==> src/rtl/axi_noc_ingress_fifo.sv <==
// rtl/axi_noc_ingress_fifo.sv - NoC router ingress FWFT FIFO with occupancy/afull status.
// Optional source stability checker enabled by defining NOC_INGRESS_PROTO_CHECK_EN.
module axi_noc_ingress_fifo #(
    parameter int unsigned DATA_WIDTH   = 256,
    parameter int unsigned DEPTH        = 8,
    parameter int unsigned AFULL_THRESH = 6
) (
    input  logic                         clk_i,
    input  logic                         rst_ni,
    input  logic                         flush_i,
    input  logic                         s_valid_i,
    input  logic [DATA_WIDTH-1:0]        s_data_i,
    output logic                         s_ready_o,
    output logic                         m_valid_o,
    output logic [DATA_WIDTH-1:0]        m_data_o,
    input  logic                         m_ready_i,
    output logic [$clog2(DEPTH+1)-1:0]   count_o,
    output logic                         afull_o,
    output logic                         err_o
);
    localparam int unsigned PTR_W = $clog2(DEPTH);
    localparam int unsigned CNT_W = $clog2(DEPTH + 1);
    localparam logic [CNT_W-1:0] DEPTH_C   = CNT_W'(DEPTH);
    localparam logic [CNT_W-1:0] AFULL_C   = CNT_W'(AFULL_THRESH);
    localparam logic [CNT_W-1:0] CNT_ONE   = CNT_W'(1);
    localparam logic [PTR_W-1:0] PTR_ONE   = PTR_W'(1);

    logic [DATA_WIDTH-1:0] mem_q [DEPTH];
    logic [PTR_W-1:0]      wr_ptr_q, wr_ptr_d;
    logic [PTR_W-1:0]      rd_ptr_q, rd_ptr_d;
    logic [CNT_W-1:0]      count_q, count_d;
    logic                  afull_q, afull_d;
    logic                  push, pop;

    // Ready/valid come straight from registered occupancy: no full pass-through, no empty bypass.
    assign s_ready_o = (count_q != DEPTH_C);
    assign m_valid_o = (count_q != '0);
    assign push      = s_valid_i & s_ready_o;
    assign pop       = m_valid_o & m_ready_i;

    always_comb begin
        wr_ptr_d = wr_ptr_q;
        rd_ptr_d = rd_ptr_q;
        count_d  = count_q;
        if (flush_i) begin
            wr_ptr_d = '0;
            rd_ptr_d = '0;
            count_d  = '0;
        end else begin
            if (push) wr_ptr_d = wr_ptr_q + PTR_ONE;
            if (pop)  rd_ptr_d = rd_ptr_q + PTR_ONE;
            case ({push, pop})
                2'b10:   count_d = count_q + CNT_ONE;
                2'b01:   count_d = count_q - CNT_ONE;
                default: count_d = count_q;
            endcase
        end
        afull_d = (count_d >= AFULL_C);
    end

    always_ff @(posedge clk_i or negedge rst_ni) begin
        if (!rst_ni) begin
            wr_ptr_q <= '0;
            rd_ptr_q <= '0;
            count_q  <= '0;
            afull_q  <= 1'b0;
        end else begin
            wr_ptr_q <= wr_ptr_d;
            rd_ptr_q <= rd_ptr_d;
            count_q  <= count_d;
            afull_q  <= afull_d;
        end
    end

    // Storage is deliberately left unreset; only the pointers define validity.
    always_ff @(posedge clk_i) begin
        if (push && !flush_i) mem_q[wr_ptr_q] <= s_data_i;
    end

    assign m_data_o = m_valid_o ? mem_q[rd_ptr_q] : '0;
    assign count_o  = count_q;
    assign afull_o  = afull_q;

`ifdef NOC_INGRESS_PROTO_CHECK_EN
    logic                  pend_q, pend_d;
    logic [DATA_WIDTH-1:0] cap_q, cap_d;
    logic                  err_q, err_d;
    logic                  stall;

    assign stall = s_valid_i & ~s_ready_o;

    // A stalled flit must remain valid and unchanged on the following cycle.
    always_comb begin
        pend_d = pend_q;
        cap_d  = cap_q;
        err_d  = err_q;
        if (flush_i) begin
            pend_d = 1'b0;
            err_d  = 1'b0;
        end else begin
            if (pend_q && (!s_valid_i || (s_data_i != cap_q))) err_d = 1'b1;
            if (stall) begin
                pend_d = 1'b1;
                cap_d  = s_data_i;
            end else begin
                pend_d = 1'b0;
            end
        end
    end

    always_ff @(posedge clk_i or negedge rst_ni) begin
        if (!rst_ni) begin
            pend_q <= 1'b0;
            cap_q  <= '0;
            err_q  <= 1'b0;
        end else begin
            pend_q <= pend_d;
            cap_q  <= cap_d;
            err_q  <= err_d;
        end
    end

    assign err_o = err_q;
`else
    assign err_o = 1'b0;
`endif

endmodule

==> config.mk <==
export PLATFORM = sky130hd
export DESIGN_NAME = axi_noc_ingress_fifo
export DESIGN_NICKNAME = d
export VERILOG_FILES = /design/src/rtl/axi_noc_ingress_fifo.sv
export SDC_FILE = /design/constraint.sdc
export NUM_CORES = 2
export LEC_CHECK = 0
export ABC_AREA = 0
export BUFFER_PORTS_ARGS = -buffer_cell sky130_fd_sc_hd__buf_2
export CAP_MARGIN = 40
export CORE_ASPECT_RATIO = 0.8
export CORE_MARGIN = 4
export CORE_UTILIZATION = 45
export DETAILED_ROUTE_END_ITERATION = 10
export GPL_TIMING_DRIVEN = 0
export HOLD_SLACK_MARGIN = 0.05
export PLACE_DENSITY = 0.73
export REMOVE_ABC_BUFFERS = 1
export SETUP_SLACK_MARGIN = 0.2
export SLEW_MARGIN = 15
export SYNTH_ARGS = -nofsm -noshare
export SYNTH_HDL_FRONTEND = slang
export SYNTH_SLANG_ARGS = --single-unit
==> constraint.sdc <==
create_clock -name clk_i -period 19.5 [get_ports clk_i]
set_input_delay 0.975 -clock clk_i [delete_from_list [all_inputs] [get_ports clk_i]]
set_output_delay 0.975 -clock clk_i [all_outputs]
set_load 0.01 [all_outputs]
* Word-level counts from Yosys, hierarchy flattened
Memory sizes are Yosys's and may differ from the RTL's.
Index checks and enable logic that the tools add are counted.
** Word-level totals
- Register bits :: 11
- Bits in writable memories :: 2048
- Input bits :: 261
- Output and inout port bits :: 264
- Word-level logic and storage cells :: 29
- Memories kept :: 1
** Memory list
- mem_q :: words 8, bits a word 256, read ports 1, clocked after Yosys merged registers in 0, write ports 1, RTL line 28 : logic [DATA_WIDTH-1:0] mem_q [DEPTH];
** Cells by class
- Add/sub/neg operators :: 4
- Magnitude comparators :: 1
- Equal/unequal tests :: 3
- Muxes and demuxes :: 9
- Bitwise operators :: 2
- Reduce and logical (&&, ||, !) cells :: 5
** Operators with widths (count)
- $mux 256 :: 1
- $mux 3 :: 4
- $pmux 4 s2 :: 1
- $add 3x1->3 const B :: 2
- $add 4x1->4 const B :: 1
- $ge 4x3->1 const B :: 1
- $mux 4 :: 1
- $ne 4x4->1 const B :: 1
- $reduce_bool 2->1 :: 2
- $reduce_bool 4->1 :: 1
- $sub 4x1->4 const B :: 1
- $and 1x1->1 :: 2
- $eq 2x1->1 const B :: 1
- $eq 2x2->1 const B :: 1
- $mux 1 :: 2
- $logic_and 1x1->1 :: 1
- $logic_not 1->1 :: 1

* Longest topological paths before layout
- Word-level depth :: 6
- Depth in mapped cells :: 10
- Gate-level depth less buffers :: 9

* Worst setup path before layout
OpenSTA, ideal clock, no wires.
- Path type :: input-to-reg
- Start point :: in s_valid_i
- End point :: mem mem_q[0][0], enable pin
- Setup time :: 1.186 ns
- Arrival :: 18.678 ns
- Path slack :: -0.364 ns
- Cell stages on the path :: 3
- Path buffers :: 0
- Cells stage by stage :: nand2_1 > or3_1 > nor3_1
** Between the ends
- Cells in the longest elaborated chain, start to end :: 4
** Ends and longest elaborated chain
- start: declaration :: RTL line 11 : input logic s_valid_i,
- $and 1x1->1 :: RTL line 38 : assign push = s_valid_i & s_ready_o;
- $logic_and 1x1->1 :: RTL line 77 : if (push && !flush_i) mem_q[wr_ptr_q] <= s_data_i;
- $mux 1 :: RTL line 77
- $mux 1 (not written as such) :: RTL line 77
- end: declaration :: RTL line 28
Every way passes these cells.

* Final worst setup path
- Start point :: reg rd_ptr_q[0]
- End point :: out m_data_o[119]
** Between the ends
- Cells in the longest elaborated chain, start to end :: 2
** Ends and longest elaborated chain
- start: declaration :: RTL line 30 : logic [PTR_W-1:0] rd_ptr_q, rd_ptr_d;
- start signal: assignment :: RTL line 69 : rd_ptr_q <= rd_ptr_d;
- $mem_v2 8x256
- $mux 256 :: RTL line 80 : assign m_data_o = m_valid_o ? mem_q[rd_ptr_q] : '0;
- end: declaration :: RTL line 15 : output logic [DATA_WIDTH-1:0] m_data_o,
Every way passes these cells.

==> impl_results.md <==
- Status: completed
- DR vias/cell: 5.56
- Layout area overhead: 19.3%
- Worst slew margin: 44.3%
- H-tree depth: 4
- Worst path required time: 18.53 ns
- Crit path capture type: output port
- Clk_lat worst skew: 0.80 ns
- Placed instance area: 86800 um2
- Average size of a mapped cell: 23.4 um2
- Num rows: 136
- Worst hold-check path type: primary input to register
- Design area: 93100 um2
- Initial Utilization: 45.4%
- Clk sinks: 2059
- Sequential share of the synthesized area: 79.2%
- Final Hold Fails: 0
- Worst setup slack after layout: 14.05 ns
- Min Tclk post-route: 5.45 ns
- Layout net count: 4356
- Max VDD drop: 0.0000886 V
- TritonCTS clock tree: done
- CP Max Fanout: 36
- Cells after Synth: 3330
- Crit path launch type: register
- Die width: 474 um
- Min Hold Slack: 0.436 ns
- Yosys warnings: 0
- Core Footprint: 172000 um2
- Routed Antenna Nets: 0
- FF-to-FF setup slack: 14.97 ns
- Total grt overflow: 0
- Max Cap Viol: 0
- Yosys reg bits: 2059
- Drt drc: 0
- Post-DP HPWL: 109000 um
- RSZ-0062 raised after global routing: no
- Syn Std Cell Area: 78000 um2
- Leakage dissipation: 0.0296 uW
- Pre-CTS setup slack: 14.62 ns
- Final WL: 170000 um
- Tcrit/Tclk final: 28.0%
- Sum Neg Setup Slack: 0 ns
- Most frequent cells in the layout: 2048 x edfxtp_1, 523 x buf_2, 512 x mux4_2
- First-pass GRT wire length: 254000 um
- Max Slew Vio Count: 0
- Commonest non-fill, non-tap cell in the layout: edfxtp_1
- Die Y: 380 um
- Clock Pin Slew Worst Setup and Hold Paths: 0.06 ns
- Setup violators final: 0
- Port buffer count: 523
- Detailed-route via count: 36.5k
- Final GP Congestion: 0.712
- DR WL/cell: 25.9 um
- Worst-Margin Slew: 0.833 ns
- Detailed Routing Iterations Pass 1: 7
- Antenna violations before repair: 52
- Tot GR Track Use: 18.8%
- Fmax: 183 MHz
- Distinct cells, synth: 33
- Overall die area: 180000 um2
- Max Clock Skew: 0.0262 ns
- Max Buffers Root-to-Sink: 3
- Largest net degree at the start of global routing: 55
- I/O pins: 525
- Initial DRC count: 3446
- Fraction of layout cells with a size suffix above 1: 36.3%
- Kind of critical path: register to output port
- CTS root buffer: clkbuf_16
- Worst EP arrival: 4.48 ns
- Pwr dens: 118 nW/um2
- Cts bufs inserted: 191
- Number of global-route vias before repair: 38.3k
==> state kept, by name, indices dropped and copies added, names as in the netlist <==
name	count
count_o	4
wr_ptr_q	3
rd_ptr_q	3
mem_q	2048
afull_o	1
==> synth_stat cells (all sizes together) <==
| cell type | number | area (um2) |
|---|---|---|
| buf | 126 | 586 |
| dfrtp | 11 | 275 |
| xnor2 | 2 | 17.5 |
| a31oi | 1 | 6.26 |
| nand3 | 2 | 10.0 |
| or4b | 1 | 10.0 |
| a22oi | 1 | 7.51 |
| edfxtp | 2048 | 61500 |
| xor2 | 5 | 43.8 |
| nand2 | 8 | 30.0 |
| or3 | 3 | 23.8 |
| inv | 5 | 18.8 |
| nand2b | 3 | 18.8 |
| a21o | 1 | 7.51 |
| ha | 4 | 50.1 |
| o22ai | 1 | 6.26 |
| mux4 | 512 | 11500 |
| o41ai | 1 | 16.3 |
| or3b | 1 | 8.76 |
| o21bai | 1 | 7.51 |
| conb | 1 | 3.75 |
| mux2i | 259 | 2590 |
| nor2 | 275 | 1030 |
| a21oi | 4 | 20.0 |
| nor3 | 2 | 10.0 |
| nor2b | 1 | 6.26 |
| clkbuf | 49 | 184 |
| o32ai | 1 | 16.3 |
| a21boi | 1 | 7.51 |
==> logic make-up after synthesis <==
kind of cell               count (synthesis)  share of synthesized area [%]
and+or+nand+nor                          296                           1.47
muxes                                    771                           18.1
xor gates and xnor gates                   7                         0.0786
DFF                                     2059                           79.2
other                                      1                        0.00480
AOI/OAI and AO/OA                         12                          0.122
buffers and inverters                    180                           1.01
adders and majority gates                  4                         0.0641
==> area by class of cell <==
cell class              instances  area [um2]
diodes                         40         100
clock buffers                 227        5000
clock inverters               117        1150
fillers                     12646       79000
inverters                       5        18.8
multi-input cells            1091       15500
flip-flops and latches       2059       61800
well taps                    2277        2850
repair buffers                743        6630
==> worst max-delay path, stage by stage (launching register included) <==
cell,delay [ns]
dfrtp_4,0.71
buf_12,0.29
buf_16,0.31
buf_16,0.27
buf_16,0.32
buf_16,0.32
buf_16,0.29
mux4_2,0.54
mux2i_1,0.19
nor2_1,0.10
buf_2,0.15
==> metal layers <==
metal | up-vias | GRT usage, % | part of all wire (%)
li1 | 15552 | - | -
met5 | - | 0 | 0.13
met2 | 1289 | 30.9 | 50
met3 | 301 | 4.17 | 7.1
met4 | 34 | 5.98 | 2.8
met1 | 19289 | 25.3 | 40
==> worst paths after layout <==
path	depth (start not counted)	endpoint	from
setup / recovery	10	m_data_o[119]	rd_ptr_q[0]$_DFFE_PN0P_
hold / removal	1	mem_q[0][215]$_DFFE_PP_	s_data_i[215]
setup reg to reg	16	mem_q[1][118]$_DFFE_PP_	count_o[1]$_DFF_PN0_
hold reg to reg	2	wr_ptr_q[1]$_DFFE_PN0P_	wr_ptr_q[1]$_DFFE_PN0P_
max in group asynchronous	2	rd_ptr_q[0]$_DFFE_PN0P_	rst_ni
min in group asynchronous	2	rd_ptr_q[1]$_DFFE_PN0P_	rst_ni
==> where the power goes <==
group          switching [uW]  internal, uW  leakage, uW
combinational            1250          1050      0.00793
sequential               55.1          5020       0.0186
clock                    1580          2070      0.00300
==> per-stage QoR <==
stage | cells | power, uW | utilization, %
floorplan | 3155 | 7490 | -
global placement | 5955 | 9460 | 48.1
detailed placement | 6174 | 7500 | 50.5
CTS | 6519 | 11200 | 54.0
global route | 6536 | 11500 | 54.1
finish | 6559 | 11000 | 54.1
==> timing repair <==
item | in CTS | in global routing
hold buffers | 1 | 0
hold endpoints to repair | 11 | 0
gates resized for setup | 0 | 0
setup buffers | 0 | 0
Note: power is estimated with default switching activity, not from simulation.
